## src/rtl/sdft_bin_magnitude.sv

```systemverilog
// sdft_bin_magnitude: scans every sDFT bin once per start and streams re^2+im^2 per bin
// ports: start/busy frame control; bin_addr -> bin_real/bin_imag registered bin read port;
//        mag_valid/mag_ready/mag_addr/mag_data result stream; frame_done pulses after the last bin
module sdft_bin_magnitude #(
  parameter int data_width = 8,
  parameter int freq_bins = 16,
  localparam int bin_w = 2 * data_width,
  localparam int bin_addr_w = $clog2(freq_bins)
) (
  input  logic                    clk,
  input  logic                    reset,
  input  logic                    start,
  output logic                    busy,
  output logic [bin_addr_w-1:0]   bin_addr,
  input  logic signed [bin_w-1:0] bin_real,
  input  logic signed [bin_w-1:0] bin_imag,
  output logic                    mag_valid,
  input  logic                    mag_ready,
  output logic [bin_addr_w-1:0]   mag_addr,
  output logic [2*bin_w-1:0]      mag_data,
  output logic                    frame_done
);
  typedef enum logic [2:0] {IDLE, ADDR, CAPTURE, MULT, SUM, OUT} state_t;
  state_t state, next;
  logic signed [bin_w-1:0] re, im;
  logic signed [2*bin_w-1:0] re_sq, im_sq;
  logic accept, last;
  assign accept = mag_valid & mag_ready;
  assign last = bin_addr == bin_addr_w'(freq_bins - 1);
  always_comb begin
    next = state;
    next = state == IDLE    ? (start ? ADDR : IDLE) :
           state == ADDR    ? CAPTURE :
           state == CAPTURE ? MULT :
           state == MULT    ? SUM :
           state == SUM     ? OUT :
           state == OUT     ? (accept ? (last ? IDLE : ADDR) : OUT) : IDLE;
  end
  always_ff @(posedge clk or posedge reset) begin
    if (reset) begin
      state <= IDLE;
      bin_addr <= '0;
      busy <= 1'b0;
      mag_valid <= 1'b0;
      mag_addr <= '0;
      mag_data <= '0;
      frame_done <= 1'b0;
      re <= '0;
      im <= '0;
      re_sq <= '0;
      im_sq <= '0;
    end else begin
      state <= next;
      frame_done <= 1'b0;
      if (state == IDLE && start) begin
        bin_addr <= '0;
        busy <= 1'b1;
      end
      if (state == CAPTURE) begin
        re <= bin_real;
        im <= bin_imag;
      end
      // size casts keep signedness, so operands are sign-extended before multiplying
      if (state == MULT) begin
        re_sq <= (2*bin_w)'(re) * (2*bin_w)'(re);
        im_sq <= (2*bin_w)'(im) * (2*bin_w)'(im);
      end
      // both squares are non-negative and their sum peaks at 2^(2*bin_w-1), so no carry is lost
      if (state == SUM) begin
        mag_data <= $unsigned(re_sq) + $unsigned(im_sq);
        mag_addr <= bin_addr;
        mag_valid <= 1'b1;
      end
      if (state == OUT && accept) begin
        mag_valid <= 1'b0;
        if (last) begin
          busy <= 1'b0;
          frame_done <= 1'b1;
        end else begin
          bin_addr <= bin_addr + 1'b1;
        end
      end
    end
  end
endmodule
```

## config.mk

```make
export PLATFORM = sky130hd
export DESIGN_NAME = sdft_bin_magnitude
export DESIGN_NICKNAME = d
export VERILOG_FILES = /design/src/rtl/sdft_bin_magnitude.sv
export SDC_FILE = /design/constraint.sdc
export NUM_CORES = 2
export LEC_CHECK = 0
export CAP_MARGIN = 10
export CORE_MARGIN = 2
export CORE_UTILIZATION = 45
export DETAILED_ROUTE_END_ITERATION = 12
export PLACE_DENSITY_LB_ADDON = 0.25
export RECOVER_POWER = 25
export SYNTH_ARGS = -nofsm -noshare
export SYNTH_HDL_FRONTEND = slang
export SYNTH_SLANG_ARGS = --single-unit
export TNS_END_PERCENT = 5
```

## constraint.sdc

```tcl
create_clock -name clk -period 7.61 [get_ports clk]
set_input_delay 0.761 -clock clk [delete_from_list [all_inputs] [get_ports clk]]
set_output_delay 0.761 -clock clk [all_outputs]
set_load 0.03 [all_outputs]
```

Yosys cells after proc, flatten, opt, wreduce, memory -nomap -nowiden

Cells that the tools add are included.

Bits in registers: 142
Bits of input ports: 36

Add/sub/neg operators: 2
$mul: 2
Equality and inequality tests: 6
Muxes and demuxes: 19
Bitwise operators: 1
Reductions and logical operators: 4

Operators with widths:

| cell                  | count |
|---|---|
| $mul A16 B16 Y32      | 2 |
| $add A32 B32 Y32      | 1 |
| $mux W3               | 7 |
| $mux W4               | 3 |
| $mux W1               | 9 |
| $eq A3 B2 Y1 const B  | 2 |
| $eq A3 B3 Y1 const B  | 2 |
| $add A4 B1 Y4 const B | 1 |
| $eq A4 B4 Y1 const B  | 1 |
| $eq A3 B1 Y1 const B  | 1 |
| $logic_not A3 Y1      | 1 |
| $logic_and A1 B1 Y1   | 2 |
| $reduce_bool A2 Y1    | 1 |
| $and A1 B1 Y1         | 1 |

Longest topological paths before layout

Depth after elaboration: 9
Mapped depth: 24
Depth with buffers taken out: 23

Least setup slack after synthesis

No wires, ideal clock.

Kind: register -> register
From: register im[6]
To: register im_sq[28]
Arrival: 6.028 ns
Required time: 7.518 ns
Slack: 1.490 ns
Cell stages (with the launch flop): 23
Buffers on the path: 2
Clock period less this slack: 6.120 ns
Cells stage by stage: dfrtp_1 clkbuf_1 clkbuf_1 nand2_1 fa_1 fa_1 fa_1 inv_1 fa_1 fa_1 inv_1 fa_1 inv_1 ha_1 o21a_1 o211ai_2 a31oi_2 a21bo_2 a211oi_4 nor3_4 nor4b_4 nor3_1 o31ai_2

Word-level cells in the longest chain between the ends: 1

RTL lines:

| what                   | line | source |
|---|---|---|
| start, declared        | 25   | `logic signed [bin_w-1:0] re, im;` |
| start signal, assigned | 61   | `im <= bin_imag;` |
| $mul A16 B16 Y32       | 66   | `im_sq <= (2*bin_w)'(im) * (2*bin_w)'(im);` |
| end signal, assigned   | 66   |  |
| end, declared          | 26   | `logic signed [2*bin_w-1:0] re_sq, im_sq;` |

Every way passes these cells.
A chain may end at the register's enable or synchronous reset.

Final worst setup path

From: register re[5]
To: register re_sq[30]

Word-level cells in the longest chain between the ends: 1

RTL lines:

| what                   | line | source |
|---|---|---|
| start, declared        | 25   |  |
| start signal, assigned | 60   | `re <= bin_real;` |
| $mul A16 B16 Y32       | 65   | `re_sq <= (2*bin_w)'(re) * (2*bin_w)'(re);` |
| end signal, assigned   | 65   |  |
| end, declared          | 26   |  |

Every way passes these cells.

==> key figures <==
Timing
  • Unrepaired setup endpoints after global routing: false
  • Hold Vio Cnt, Final: 0
  • Slew margin rel.: -79.0%
  • Tightest Pin Transition: 2.67 ns
  • Setup_tns: 0 ns
  • Highest clock rate: 148 MHz
  • # setup viols final: 0
  • Clk_skew: 0.0175 ns
  • Fin crit period: between 6 and 7 ns
  • Period utilization: about nine tenths
  • Slew Limit Fails: 167

Global routing
  • Largest net degree at the start of global routing: 62
  • Tot GR Track Use: 20.4%
  • Grt ovf: 0
  • First-pass GRT wire length: between 90000 and 100000 um
  • Antenna violations before repair: 0
  • Vias in the first global route: ~19000

Floorplanning
  • Rows: between 80 and 90
  • Die area: 0.0559 mm2
  • Placeable Area: 0.0536 mm2
  • Effective utilization at floorplan: between 40% and 50%
  • Chip Height: ~240 um
  • # IOs: between 70 and 80
  • Die W: 237 um

Drt
  • Number of routed nets with antenna violations: 0
  • Vias/cell: 5.09
  • DRT Pass-1 Iters: 5
  • DRT iter0 DRCs: ~800
  • Avg WL per Cell: roughly 16 um
  • DRC: 0
  • DR vias: 17200
  • Post-Route WL: approximately 53000 um

Yosys
  • Synth unique cells: 69
  • Top_reg_cell synth: dfrtp_1
  • Most common cell in the netlist: inv_1
  • Ranking of synthesized cells by area: fa_1 39%, dfrtp_1 14%, ha_1 11%
  • Asr flop ratio synth: between 90% and 100%
  • Ys Warns: 0
  • EDFF count, synth: 0
  • Synth Net Count: about 3300
  • Largest area contributor in the netlist: fa_1
  • Syn_area_per_cell: 9.26 um2
  • Top cell type's share of synthesized area: 38.5%
  • Sequential area share after synthesis: ~14%
  • Cell Area, Synth: 0.0243 mm2
  • Commonest cells in the netlist: 679 x inv_1, 468 x fa_1, 327 x nand2_1
  • Post-Syn Instances: 2628
  • Synth Register Bits: 140

Clocking
  • Clk sinks: 140
  • Root buffer cell: clkbuf_16
  • Hold buffers post-CTS: 0
  • H-tree depth: 4
  • CTS tree: yes
  • Setup Buffers After CTS: 0
  • Reg clk slew, reported paths: ~0.07 ns
  • CTS Buffer Depth: 2
  • Clock Latency Late Sink: ~0.45 ns
  • Total CTS buffers: 17
  • # resized after CTS: 0

Worst setup path
  • CP Data Required Time: 7.94 ns
  • Critical path arrival: 7.09 ns
  • CP Cell Sequence: and2_1 -> inv_1 -> fa_1 -> inv_1 -> fa_1 -> inv_1 -> fa_1 -> inv_1 -> fa_1 -> fa_1 -> inv_1 -> fa_1 -> inv_1 -> ha_1 -> and3_1 -> a221oi_1 -> nor2_1 -> a21oi_1 -> o211ai_1 -> nand3_1 -> o2111ai_1 -> a31o_2 -> a221o_1
  • Startpoint types: flop
  • Slowest cell on the critical path: dfrtp_1
  • Critical path class: flop to flop
  • Critical Path End Type: flop
  • CP peak stage delay: 0.83 ns
  • Crit-path leading delay family: adder cells
  • Critical path buffers and inverters: 6
  • Crit path max fanout: 20

Job
  • Total of max-cap violations: 3

Placement
  • PortBufs: 78
  • Final GP Congestion: between 0.8 and 0.9
  • Post-DP HPWL: roughly 44000 um

Final layout
  • ANT cells: 0
  • Total Nets Final: 3373
  • Area Overhead vs Synth: 8.48%
  • Fillcell total: about 5100
  • Multi-input gate area: 0.0180 mm2
  • Seq. cell area: 0.00350 mm2
  • Layout cells sized above 1: 3.44%

Hold path
  • Worst min path class: flop to flop

Status
  • Status: finished, violations left
  • Failing checks: max-capacitance violations, max-slew violations
sequential cells by signal, indices dropped and copies added (netlist names):
| register | flops |
|---|---|
| bin_addr | 4 |
| busy | 1 |
| frame_done | 1 |
| im | 16 |
| im_sq | 31 |
| mag_addr | 4 |
| mag_data | 32 |
| mag_valid | 1 |
| re | 16 |
| re_sq | 31 |
| state | 3 |
cells by family after synthesis:
family / after synthesis / synth area share, %
buffers and inverters: 758 / 11.7
AOI/OAI and AO/OA: 309 / 8.29
xor gates and xnor gates: 102 / 3.67
muxes: 20 / 0.910
and+or+nand+nor: 622 / 11.8
adders and majority gates: 677 / 49.3
DFF: 140 / 14.4
metrics by stage:
stage               cell area, um2  util [%]  setup slack, ns  std cells  hold WS [ns]
detailed placement           25800      48.1            0.892       3337         0.468
floorplan                    24300         -             1.49       2628         0.443
global route                 26400      49.2            0.444       3369         0.501
CTS                          26400      49.3            0.849       3369         0.484
global placement             25800      48.1             1.02       3337         0.462
finish                       26400      49.2            0.852       3369         0.476
layer usage:
layer / GRT usage [%] / wire length, um / vias to the layer above
li1: - / - / 8009
met1: 25.9 / 22800 / 8786
met2: 36.0 / 27200 / 290
met3: 3.03 / 2040 / 76
met4: 6.12 / 1130 / 0
met5: 0 / 0 / -
cell type report:
type                            instances  share of cell area [%]
Multi-Input combinational cell       1730                    68.1
Tap cell                              696                    3.30
Clock inverter                         13                   0.683
Inverter                              680                    9.68
Timing Repair Buffer                   91                    3.30
Clock buffer                           19                    1.64
Sequential cell                       140                    13.3
path summary, 6_finish.rpt:
kind                                               from                      end  slack [ns]  cells past startpoint
worst min register to register  mag_addr[1]$_DFFE_PP0P_  mag_addr[1]$_DFFE_PP0P_        0.48                      2
min in group asynchronous                         reset        re[8]$_DFFE_PP0N_        1.50                      2
worst max register to register        re[5]$_DFFE_PP0N_    re_sq[30]$_DFFE_PP0N_        0.85                     23
worst min-delay path            mag_addr[1]$_DFFE_PP0P_  mag_addr[1]$_DFFE_PP0P_        0.48                      2
max in group asynchronous                         reset       im[15]$_DFFE_PP0N_        3.90                      4
worst max-delay path                  re[5]$_DFFE_PP0N_    re_sq[30]$_DFFE_PP0N_        0.85                     23
layout by cell type, fill, tap and decap left out, drive strengths merged, types with 65 or more instances in the layout:
master	netlist	layout
ha	209	209
and2	79	79
nand2	327	327
o21ai	112	112
dfrtp	140	140
clkdlybuf4s50	0	75
xnor2	65	65
fa	468	468
nor2	90	90
inv	679	684
tightest hold or removal path: stages, from the launching register on:
cell and delay, ns:
dfrtp_1 0.34, nand2_1 0.05, nand2_1 0.05
Power is left out: the tool's default activity adds up to more than one toggle a clock period on the data nets, which glitch-free logic cannot reach.
